**src/rtl/switch_debounce.sv**
```systemverilog
// switch_debounce: synchronise and debounce raw push-buttons into clean level, press, release and long-press pulses.
// Ports:
//   i_Clk           system clock
//   i_Rst_L         synchronous reset, active-low
//   i_Switch        raw asynchronous switch inputs, 1 = pressed
//   o_Level         debounced level per channel
//   o_Press_Pulse   one-cycle pulse when a debounced press is accepted
//   o_Release_Pulse one-cycle pulse when a debounced release is accepted
//   o_Long_Pulse    one-cycle pulse, once per press, when hold time reaches LONG_PRESS_CYCLES
module switch_debounce #(
  parameter int NUM_SW            = 4,
  parameter int DEBOUNCE_CYCLES   = 250000,
  parameter int LONG_PRESS_CYCLES = 25000000
) (
  input  logic              i_Clk,
  input  logic              i_Rst_L,
  input  logic [NUM_SW-1:0] i_Switch,
  output logic [NUM_SW-1:0] o_Level,
  output logic [NUM_SW-1:0] o_Press_Pulse,
  output logic [NUM_SW-1:0] o_Release_Pulse,
  output logic [NUM_SW-1:0] o_Long_Pulse
);
  localparam int DW = $clog2(DEBOUNCE_CYCLES + 1);
  localparam int HW = $clog2(LONG_PRESS_CYCLES + 1);
  localparam logic [DW-1:0] D_LAST = DW'(DEBOUNCE_CYCLES - 1);
  localparam logic [DW-1:0] D_ONE  = DW'(1);
  localparam logic [HW-1:0] H_MAX  = HW'(LONG_PRESS_CYCLES);
  typedef enum logic [1:0] {RELEASED, PRESS_CHK, PRESSED, RELEASE_CHK} state_t;
  for (genvar g = 0; g < NUM_SW; g++) begin : g_ch
    logic          s1_q, s2_q;
    state_t        state_q;
    logic [DW-1:0] dcnt_q, dcnt_d;
    logic [HW-1:0] hcnt_q, hcnt_d;
    logic          long_d;
    logic          level_q, press_q, release_q, long_q;
    // Hold counter saturates, so the long pulse fires only on the single transition into H_MAX.
    always_comb begin
      dcnt_d = dcnt_q + 1'b1;
      hcnt_d = (hcnt_q == H_MAX) ? hcnt_q : hcnt_q + 1'b1;
      long_d = (hcnt_q != H_MAX) && (hcnt_d == H_MAX);
    end
    always_ff @(posedge i_Clk) begin
      if (!i_Rst_L) begin
        s1_q      <= 1'b0;
        s2_q      <= 1'b0;
        state_q   <= RELEASED;
        dcnt_q    <= '0;
        hcnt_q    <= '0;
        level_q   <= 1'b0;
        press_q   <= 1'b0;
        release_q <= 1'b0;
        long_q    <= 1'b0;
      end else begin
        s1_q      <= i_Switch[g];
        s2_q      <= s1_q;
        press_q   <= 1'b0;
        release_q <= 1'b0;
        long_q    <= 1'b0;
        case (state_q)
          RELEASED: begin
            dcnt_q <= s2_q ? D_ONE : '0;
            if (s2_q) state_q <= PRESS_CHK;
          end
          PRESS_CHK: begin
            if (!s2_q) begin
              state_q <= RELEASED;
              dcnt_q  <= '0;
            end else if (dcnt_q == D_LAST) begin
              state_q <= PRESSED;
              level_q <= 1'b1;
              press_q <= 1'b1;
              hcnt_q  <= '0;
            end else begin
              dcnt_q <= dcnt_d;
            end
          end
          PRESSED: begin
            hcnt_q <= hcnt_d;
            long_q <= long_d;
            if (!s2_q) begin
              state_q <= RELEASE_CHK;
              dcnt_q  <= D_ONE;
            end
          end
          RELEASE_CHK: begin
            // Hold time keeps running so a rejected release glitch does not disturb long-press timing.
            hcnt_q <= hcnt_d;
            long_q <= long_d;
            if (s2_q) begin
              state_q <= PRESSED;
              dcnt_q  <= '0;
            end else if (dcnt_q == D_LAST) begin
              state_q   <= RELEASED;
              level_q   <= 1'b0;
              release_q <= 1'b1;
            end else begin
              dcnt_q <= dcnt_d;
            end
          end
          default: state_q <= RELEASED;
        endcase
      end
    end
    assign o_Level[g]         = level_q;
    assign o_Press_Pulse[g]   = press_q;
    assign o_Release_Pulse[g] = release_q;
    assign o_Long_Pulse[g]    = long_q;
  end
endmodule

```
**config.mk**
```make
export PLATFORM = sky130hd
export DESIGN_NAME = switch_debounce
export DESIGN_NICKNAME = d
export VERILOG_FILES = /design/src/rtl/switch_debounce.sv
export SDC_FILE = /design/constraint.sdc
export NUM_CORES = 1
export LEC_CHECK = 0
export CELL_PAD_IN_SITES_DETAIL_PLACEMENT = 0
export CELL_PAD_IN_SITES_GLOBAL_PLACEMENT = 1
export CORE_UTILIZATION = 37
export CTS_BUF_LIST = sky130_fd_sc_hd__clkbuf_16
export CTS_CLUSTER_SIZE = 20
export DETAILED_ROUTE_END_ITERATION = 6
export HOLD_SLACK_MARGIN = 0.02
export PLACE_DENSITY = 0.76
export SETUP_SLACK_MARGIN = 0.05
export SLEW_MARGIN = 20
export SYNTH_ARGS = -nofsm -noshare
export SYNTH_HDL_FRONTEND = slang
export SYNTH_SLANG_ARGS = --single-unit
export TNS_END_PERCENT = 50
```
**constraint.sdc**
```tcl
create_clock -name i_Clk -period 2.85 [get_ports i_Clk]
set_clock_uncertainty 0.1 [all_clocks]
set_input_delay 0.4275 -clock i_Clk [delete_from_list [all_inputs] [get_ports i_Clk]]
set_output_delay 0.4275 -clock i_Clk [all_outputs]
set_load 0.03 [all_outputs]
```
==> metrics.md, run 1 <==
| Metric | Value |
|---|---|
| Post-place instance area | 12100 um2 |
| Ys flop type | dfxtp_1 |
| H-tree levels | 1 |
| Endpoints failing setup | 0 |
| Worst-margin pin slew | 0.901 ns |
| Worst setup EP type | register |
| DRT Pass-1 Iters | 5 |
| Max clock buf depth | 3 |
| RSZ-0062 raised after global routing | false |
| Die area | 32300 um2 |
| PwrDens | 474 nW/um2 |
| Routed wire per std cell | 14.8 um |
| Dpl hpwl | 18.8 mm |
| Largest net degree at the start of global routing | 53 |
| Hold Buf Count CTS | 0 |
| Pleak | 4.24 nW |
| DIE HEIGHT | 180 um |
| Routed vias/inst | 5.68 |
| Initial Utilization | 0.379 |
| Met3 Use GR | 0.0207 |
| EDFF count, synth | 0 |
| Worst skew pair latency | 0.52 ns |
| Mean Syn Cell Area | 7.64 um2 |
| Tmin final | 2.48 ns |
| Die X-Extent | 180 um |
| Post-CTS setup repair buffer count | 0 |
| HP Class | primary input to register |
| GRT busiest layer | met2 |
| Syn Nets | 1546 |
| Peak Freq | 0.403 GHz |
| Cell count after synthesis | 1528 |
| Final WL | 28.2 mm |
| Clock-pin transition on the worst setup and hold timing paths | 0.06 ns |
| CP required | 3.19 ns |
| Syn. warnings | 0 |
| Final nets | 1504 |
| GRT Total Usage | 0.174 |
| DRT iter0 DRCs | 693 |
| Ant diodes | 0 |
| Share of cells above drive strength 1 | 0.0718 |
| Critical path class | register to register |
| Slew HR | 0.391 |
| Post-DRT Antenna Nets | 0 |
| Initial antenna violation count | 0 |
| Via count | 10800 |
| CP arrival | 2.82 ns |
| Total CTS buffers | 25 |
| Root buffer cell | clkbuf_16 |
| Worst-path maximum fanout | 7 |
| Buffers added on ports | 21 |
| # DRC | 0 |
| Status | completed |
| First-pass GRT wire length | 49.3 mm |
| #FFs+latches synth | 204 |
| Synth unique cells | 71 |
| Async S/R FF share, synth | 0 |
| Boundary pin count | 22 |
| Finished Cell Area | 12900 um2 |
| Setup crit start kind | register |
| P&R area growth vs syn | 10.2% |
| Final GP Congestion | 0.871 |
| M2 GR Usage | 0.291 |
| Worst vdd ir | 0.506 mV |
| Num rows | 64 |
| Fin. max-slew vios | 0 |
| GRT Residual Overflow | 0 |
| Post-CTS sizing | 0 |
| Maxcap violations | 0 |
| Post-Synthesis Cell Area | 11700 um2 |
| Hold Fails Final Rpt | 0 |
| Crit share post-route | 0.870 |
| Vias in the first global route | 10100 |
| Register area share after synthesis | 0.350 |
| Clock sinks | 204 |
| Met1 Use GR | 0.238 |
| CTS tree | built |
| Setup TNS Final | 0 ns |
| Core area | 30800 um2 |
## report_power, final
part	total, W	internal (W)	switching (W)
Sequential	0.00288	0.00287	0.0000150
Clock	0.00311	0.00186	0.00124
Combinational	0.000118	0.0000391	0.0000791
## cell families after synthesis
family | synth area share
AND/OR/NAND/NOR | 0.303
adder cells (fa/ha/maj) | 0.0129
AO/OA/AOI/OAI | 0.201
XOR/XNOR | 0.0637
buffers and inverters | 0.0661
multiplexers | 0.00375
flip-flops | 0.350
## cell usage after synthesis (5+ instances only)
cell	instances	area (um2)
and4_1	11	96.3
inv_1	37	139
xnor2_1	55	482
nand2b_1	7	43.8
a31oi_1	45	282
nor3_1	49	245
nand3_1	83	415
buf_2	7	35.0
clkbuf_1	91	342
buf_4	18	135
o21a_1	7	52.6
nor4_1	33	206
nor3b_1	6	45.0
nand4_1	48	300
o21ai_0	100	500
o22ai_1	5	31.3
or4_1	9	67.6
nor2_1	166	623
o211ai_1	9	67.6
a311oi_1	19	166
dfxtp_1	204	4080
a211oi_1	7	52.6
o211a_1	7	70.1
a22oi_1	53	398
nand4b_1	11	96.3
buf_6	7	78.8
and3_1	29	181
ha_1	12	150
or3_1	14	87.6
a21oi_1	86	430
a41oi_1	6	52.6
nand3b_1	8	60.1
and2_1	19	119
nor4b_1	11	96.3
nand2_1	145	544
xor2_1	30	263
a21o_1	7	52.6
## stage by stage
step	setup WS [ns]	hold WS (ns)	util	total power (W)	cells
after floorplan	0.454	0.312	-	0.00302	1528
after global placement	0.468	0.319	0.392	0.00306	1855
after detailed placement	0.367	0.317	0.392	0.00306	1855
after CTS	0.359	0.253	0.418	0.00620	1900
after global routing	0.0604	0.300	0.418	0.00632	1900
final	0.370	0.262	0.418	0.00611	1900
## sequential cells by signal (all words and copies together) (netlist names), named ones only
signal / count
g_ch.hcnt_q: 100
g_ch.level_q: 4
g_ch.press_q: 4
g_ch.state_q: 4
g_ch.release_q: 4
g_ch.s2_q: 4
g_ch.s1_q: 4
g_ch.long_q: 4
g_ch.dcnt_q: 72
## layout by cell type, fill, tap and decap left out, types with 33 or more instances in the layout
cell / n
dfxtp_1: 204
nor2_1: 166
nand2_1: 145
o21ai_0: 100
a21oi_1: 86
nand3_1: 83
xnor2_1: 55
a22oi_1: 53
nor3_1: 49
nand4_1: 48
a31oi_1: 43
inv_1: 41
buf_4: 38
nor4_1: 33
## cell type report
| type | count | area (um2) |
|---|---|---|
| Clock inverter | 20 | 174 |
| Fill cell | 3196 | 18000 |
| Clock buffer | 25 | 626 |
| Multi-Input combinational cell | 1156 | 6840 |
| Sequential cell | 204 | 4080 |
| Inverter | 39 | 149 |
| Timing Repair Buffer | 60 | 510 |
| Tap cell | 396 | 495 |
## critical path, stage by stage, from the launching register on
cell	delay, ns
dfxtp_1	0.46
ha_1	0.34
nand3_1	0.13
or4_4	0.50
nor3_1	0.25
xor2_1	0.22
nand4_1	0.14
nor4_2	0.26
## layer usage
metal	vias to the layer above	part of all wire
met5	-	0
met4	0	0.022
met3	44	0.028
met2	122	0.45
met1	5145	0.50
li1	5477	-
## final timing paths
path                            depth (start not counted)  slack, ns           endpoint               from
worst max-delay path                                    7       0.37     g_ch[2].long_q  g_ch[2].hcnt_q[0]
worst min-delay path                                    3       0.26  g_ch[3].hcnt_q[4]            i_Rst_L
worst max register to register                          7       0.37     g_ch[2].long_q  g_ch[2].hcnt_q[0]
worst min register to register                          1       0.32       g_ch[2].s2_q       g_ch[2].s1_q
Note: power is estimated with default switching activity, not from simulation.
==> inputs of run 2 (changes only) <==
- CORE_UTILIZATION: 37 -> 47
- PLACE_DENSITY: 0.76 -> 0.91
==> run 2 against run 1 <==
Effect of this change: sequential power is essentially flat; first-iteration DRC count grew 17%; register-to-register slack lost 0.07 ns; worst setup slack lost 0.067 ns; total power shrank 2.0%; count of clock-buffer cells in the layout is the same; maximum frequency shrank 2.6%; utilization grew 10 points; clock power shrank 4%; die area shrank 21%; critical path depth is the same; critical endpoint is now g_ch[0].long_q; largest power group unchanged.
==> metrics.md, run 2 (synthesis results as in run 1) <==
| Metric | Value |
|---|---|
| Status | completed |
| RSZ-0062 raised after global routing | false |
| Worst-margin pin slew | 0.658 ns |
| H-tree levels | 1 |
| Core area | 24300 um2 |
| Pleak | 4.19 nW |
| Setup crit start kind | register |
| Clock-pin transition on the worst setup and hold timing paths | 0.06 ns |
| Worst skew pair latency | 0.52 ns |
| Routed vias/inst | 5.94 |
| Regs by FF count | g_ch.hcnt_q (100), g_ch.dcnt_q (72) |
| Design Power | 0.00598 W |
| GRT Total Usage | 0.207 |
| Worst R2R Path Depth | 7 |
| Die area | 25500 um2 |
| Hold depth | 2 |
| PwrDens | 471 nW/um2 |
| DRT iter0 DRCs | 809 |
| Endpoints failing setup | 0 |
| Min Hold Slack | 0.260 ns |
| Dpl hpwl | 17.9 mm |
| FF-to-FF Start | g_ch[0].hcnt_q[0] |
| Ant diodes | 0 |
| Worst vdd ir | 0.378 mV |
| HP Class | primary input to register |
| Clock sinks | 204 |
| Via count | 10800 |
| Die X-Extent | 160 um |
| WP buf/inv | 0 |
| CTS tree | built |
| Share of cells above drive strength 1 | 0.0642 |
| Finished Cell Area | 12700 um2 |
| Routed wire per std cell | 14.8 um |
| Slowest CP cell | nor4_2 |
| Top Family by Delay on Critical Path | simple AND/OR/NAND/NOR gates |
| RR Endpoint | g_ch[0].long_q |
| Initial Utilization | 0.480 |
| Post-CTS setup repair buffer count | 0 |
| Post-CTS sizing | 0 |
| Commonest non-fill, non-tap cell in the layout | dfxtp_1 |
| Tmin final | 2.55 ns |
| Buffers added on ports | 21 |
| DIE HEIGHT | 160 um |
| Max stage delay on crit path | 0.63 ns |
| CP required | 3.18 ns |
| Setup TNS Final | 0 ns |
| Layout Utilization | 0.522 |
| # DRC | 0 |
| Final WL | 26.9 mm |
| Slew HR | 0.557 |
| Num rows | 57 |
| Worst setup EP type | register |
| Hold Fails Final Rpt | 0 |
| Critical path class | register to register |
| Filler Cells Inserted | 2351 |
| Post-DRT Antenna Nets | 0 |
| First-pass GRT wire length | 46.0 mm |
| Vias in the first global route | 9739 |
| Hold EP | g_ch[3].hcnt_q[21] |
| P&R area growth vs syn | 8.75% |
| Max clock buf depth | 3 |
| Most flops, register | g_ch.hcnt_q |
| Hold Buf Count CTS | 0 |
| Max reg flops | 100 |
| Largest net degree at the start of global routing | 55 |
| Initial antenna violation count | 0 |
| Root buffer cell | clkbuf_16 |
| Peak Freq | 0.393 GHz |
| GRT Residual Overflow | 0 |
| Final GP Congestion | 0.853 |
| Boundary pin count | 22 |
| Final nets | 1495 |
| Total CTS buffers | 25 |
| Commonest cells after routing, fill and taps aside | 204 x dfxtp_1, 166 x nor2_1, 145 x nand2_1, 100 x o21ai_0, 86 x a21oi_1 |
| Maxcap violations | 0 |
| DRT Pass-1 Iters | 5 |
| Worst R2R Setup Slack | 0.30 ns |
| CP arrival | 2.87 ns |
| Post-place instance area | 11900 um2 |
| Crit share post-route | 0.894 |
| CP Cell Sequence | ha_1, nand3_1, nor4_2, xnor2_1, nor3b_1, o22ai_1, nor4_1 |
| Fin. max-slew vios | 0 |
| Worst-path maximum fanout | 7 |
| HP Start | i_Rst_L |
## run 2: cell types whose count changed in the layout (fill, tap and decap cells not counted), sizes merged
| cell | previous run | this run |
|---|---|---|
| buf | 40 | 31 |
| clkinv | 13 | 15 |
| bufinv | 3 | 2 |
## run 2: per-layer routing
metal  part of all wire  GRT usage
met1               0.48      0.285
met2               0.45      0.343
met3              0.042     0.0257
met4              0.019     0.0533
met5                  0          0
## run 2: cell type report
class                      instances  area (um2)  share of cell area
sequential                       204        4080               0.321
multi-input combinational       1156        6840               0.538
inverter                          39         149              0.0117
clock inverter                    21         146              0.0115
clock buffer                      25         626              0.0492
timing repair buffer              51         455              0.0359
tap                              324         405              0.0319
## run 2: worst max path at each step
| stage | start | to | slack (ns) | cells after the start |
|---|---|---|---|---|
| after global routing | g_ch[0].hcnt_q[0] | g_ch[0].long_q | 0.05 | 7 |
| final | g_ch[0].hcnt_q[0] | g_ch[0].long_q | 0.30 | 7 |
| after CTS | g_ch[0].hcnt_q[0] | g_ch[0].long_q | 0.30 | 7 |
| after detailed placement | g_ch[0].hcnt_q[0] | g_ch[0].long_q | 0.34 | 7 |
| after floorplan | g_ch[2].hcnt_q[0] | g_ch[2].long_q | 0.45 | 8 |
| after global placement | g_ch[0].hcnt_q[0] | g_ch[0].long_q | 0.31 | 7 |
## run 2: power by group
part / switching, W / total (W) / internal [W]
sequential: 0.0000160 / 0.00288 / 0.00287
clock: 0.00122 / 0.00298 / 0.00177
combinational: 0.0000785 / 0.000116 / 0.0000375
## run 2: metrics by stage
step	setup WS [ns]	std cells
3_5_place_dp	0.335	1774
5_1_grt	0.0516	1820
4_1_cts	0.301	1820
6_report	0.303	1820
3_3_place_gp	0.312	1774
2_1_floorplan	0.454	1528
==> inputs of run 3 (changes only) <==
- CORE_UTILIZATION: 47 -> 49
- CTS_BUF_LIST: sky130_fd_sc_hd__clkbuf_16 -> sky130_fd_sc_hd__clkbuf_4 sky130_fd_sc_hd__clkbuf_8
- PLACE_DENSITY: 0.91 -> 0.94
- RECOVER_POWER: default -> 25
==> run 3 against run 2 <==
Effect of this change: critical path depth unchanged; combinational power barely moved; via count grew 0.46%; maximum frequency up 3.2%; die area decreased by 4.0%; final cell count is 1.2% higher; sequential cell count is the same.
==> metrics.md, run 3 (synthesis results as in run 1) <==
| Metric | Value |
|---|---|
| Status | completed |
| CTS tree | built |
| Final WL | 27.1 mm |
| Slowest CP cell | nor4_2 |
| Max reg flops | 100 |
| Total CTS buffers | 37 |
| Commonest non-fill, non-tap cell in the layout | dfxtp_1 |
| CP Cell Sequence | ha_1, nand3_1, nor4_2, xnor2_1, nor3b_1, o22ai_1, nor4_1 |
| Fin. max-slew vios | 0 |
| Post-CTS setup repair buffer count | 0 |
| Regs by FF count | g_ch.hcnt_q (100), g_ch.dcnt_q (72) |
| Post-DRT Antenna Nets | 0 |
| # DRC | 0 |
| Pleak | 4.25 nW |
| Worst-path maximum fanout | 7 |
| PwrDens | 473 nW/um2 |
| Slew HR | 0.148 |
| Root buffer cell | clkbuf_8 |
| GRT Residual Overflow | 0 |
| DRT iter0 DRCs | 670 |
| Post-CTS sizing | 0 |
| Post-place instance area | 12000 um2 |
| Worst vdd ir | 0.286 mV |
| RSZ-0062 raised after global routing | false |
| Commonest cells after routing, fill and taps aside | 204 x dfxtp_1, 166 x nor2_1, 145 x nand2_1, 100 x o21ai_0, 86 x a21oi_1 |
| Routed wire per std cell | 14.7 um |
| Via count | 10900 |
| DIE HEIGHT | 156 um |
| Filler Cells Inserted | 2259 |
| Share of cells above drive strength 1 | 0.0827 |
| DRT Pass-1 Iters | 6 |
| Min Hold Slack | 0.337 ns |
| Endpoints failing setup | 0 |
| Setup TNS Final | 0 ns |
| H-tree levels | 2 |
| Routed vias/inst | 5.90 |
| Worst setup EP type | register |
| Worst skew pair latency | 0.53 ns |
| Crit share post-route | 0.866 |
| Finished Cell Area | 12800 um2 |
| Core area | 23400 um2 |
| Setup crit start kind | register |
| Buffers added on ports | 21 |
| Final GP Congestion | 0.882 |
| Num rows | 56 |
| Die X-Extent | 156 um |
| Max stage delay on crit path | 0.65 ns |
| Clock-pin transition on the worst setup and hold timing paths | 0.06 ns |
| Top Family by Delay on Critical Path | simple AND/OR/NAND/NOR gates |
| Worst-margin pin slew | 1.28 ns |
| Die area | 24500 um2 |
| Max clock buf depth | 3 |
| Critical path class | register to register |
| Tmin final | 2.47 ns |
| Vias in the first global route | 10000 |
| Hold Buf Count CTS | 0 |
| Ant diodes | 0 |
| Most flops, register | g_ch.hcnt_q |
| GRT Total Usage | 0.223 |
| Maxcap violations | 0 |
| Largest net degree at the start of global routing | 91 |
| Dpl hpwl | 17.8 mm |
| P&R area growth vs syn | 9.40% |
| CP arrival | 2.81 ns |
| CP required | 3.19 ns |
| Peak Freq | 0.405 GHz |
| Clock sinks | 204 |
| Final nets | 1513 |
| HP Class | register to register |
| Hold Fails Final Rpt | 0 |
| Boundary pin count | 22 |
| Initial Utilization | 0.499 |
| WP buf/inv | 0 |
| Initial antenna violation count | 0 |
| First-pass GRT wire length | 46.2 mm |
-- run 3: layout make-up --
cell class | count | area, um2 | area share
timing repair buffer | 57 | 478 | 0.0374
clock buffer | 55 | 719 | 0.0563
tap | 319 | 399 | 0.0312
multi-input combinational | 1156 | 6840 | 0.535
clock inverter | 12 | 113 | 0.00881
sequential | 204 | 4080 | 0.320
inverter | 39 | 149 | 0.0117
-- run 3: where the power goes --
| part | internal (W) | switching (W) | leakage, nW |
|---|---|---|---|
| Clock | 0.00180 | 0.00124 | 0.444 |
| Sequential | 0.00287 | 0.0000148 | 1.65 |
| Combinational | 0.0000360 | 0.0000775 | 2.17 |
-- run 3: stage by stage --
| stage | power, W | worst slack [ns] | std cells | utilization |
|---|---|---|---|---|
| final | 0.00604 | 0.381 | 1842 | 0.546 |
| after global routing | 0.00629 | 0.120 | 1842 | 0.546 |
| after CTS | 0.00614 | 0.381 | 1842 | 0.547 |
| after detailed placement | 0.00306 | 0.382 | 1775 | 0.511 |
| after global placement | 0.00306 | 0.449 | 1775 | 0.511 |
| after floorplan | 0.00302 | 0.454 | 1528 | - |
-- run 3: final timing paths --
kind | start | to | slack [ns] | cells past startpoint
setup reg to reg | g_ch[0].hcnt_q[0] | g_ch[0].long_q | 0.38 | 7
hold reg to reg | g_ch[3].s1_q | g_ch[3].s2_q | 0.34 | 1
hold / removal | g_ch[3].s1_q | g_ch[3].s2_q | 0.34 | 1
setup / recovery | g_ch[0].hcnt_q[0] | g_ch[0].long_q | 0.38 | 7
-- run 3: per-layer routing --
| layer | global-route usage | wire [um] | vias to the layer above | part of all wire |
|---|---|---|---|---|
| met5 | 0 | 0 | - | 0 |
| li1 | - | - | 5502 | - |
| met3 | 0.0341 | 1210 | 37 | 0.045 |
| met1 | 0.293 | 13000 | 5086 | 0.48 |
| met2 | 0.371 | 12500 | 235 | 0.46 |
| met4 | 0.0752 | 384 | 0 | 0.014 |
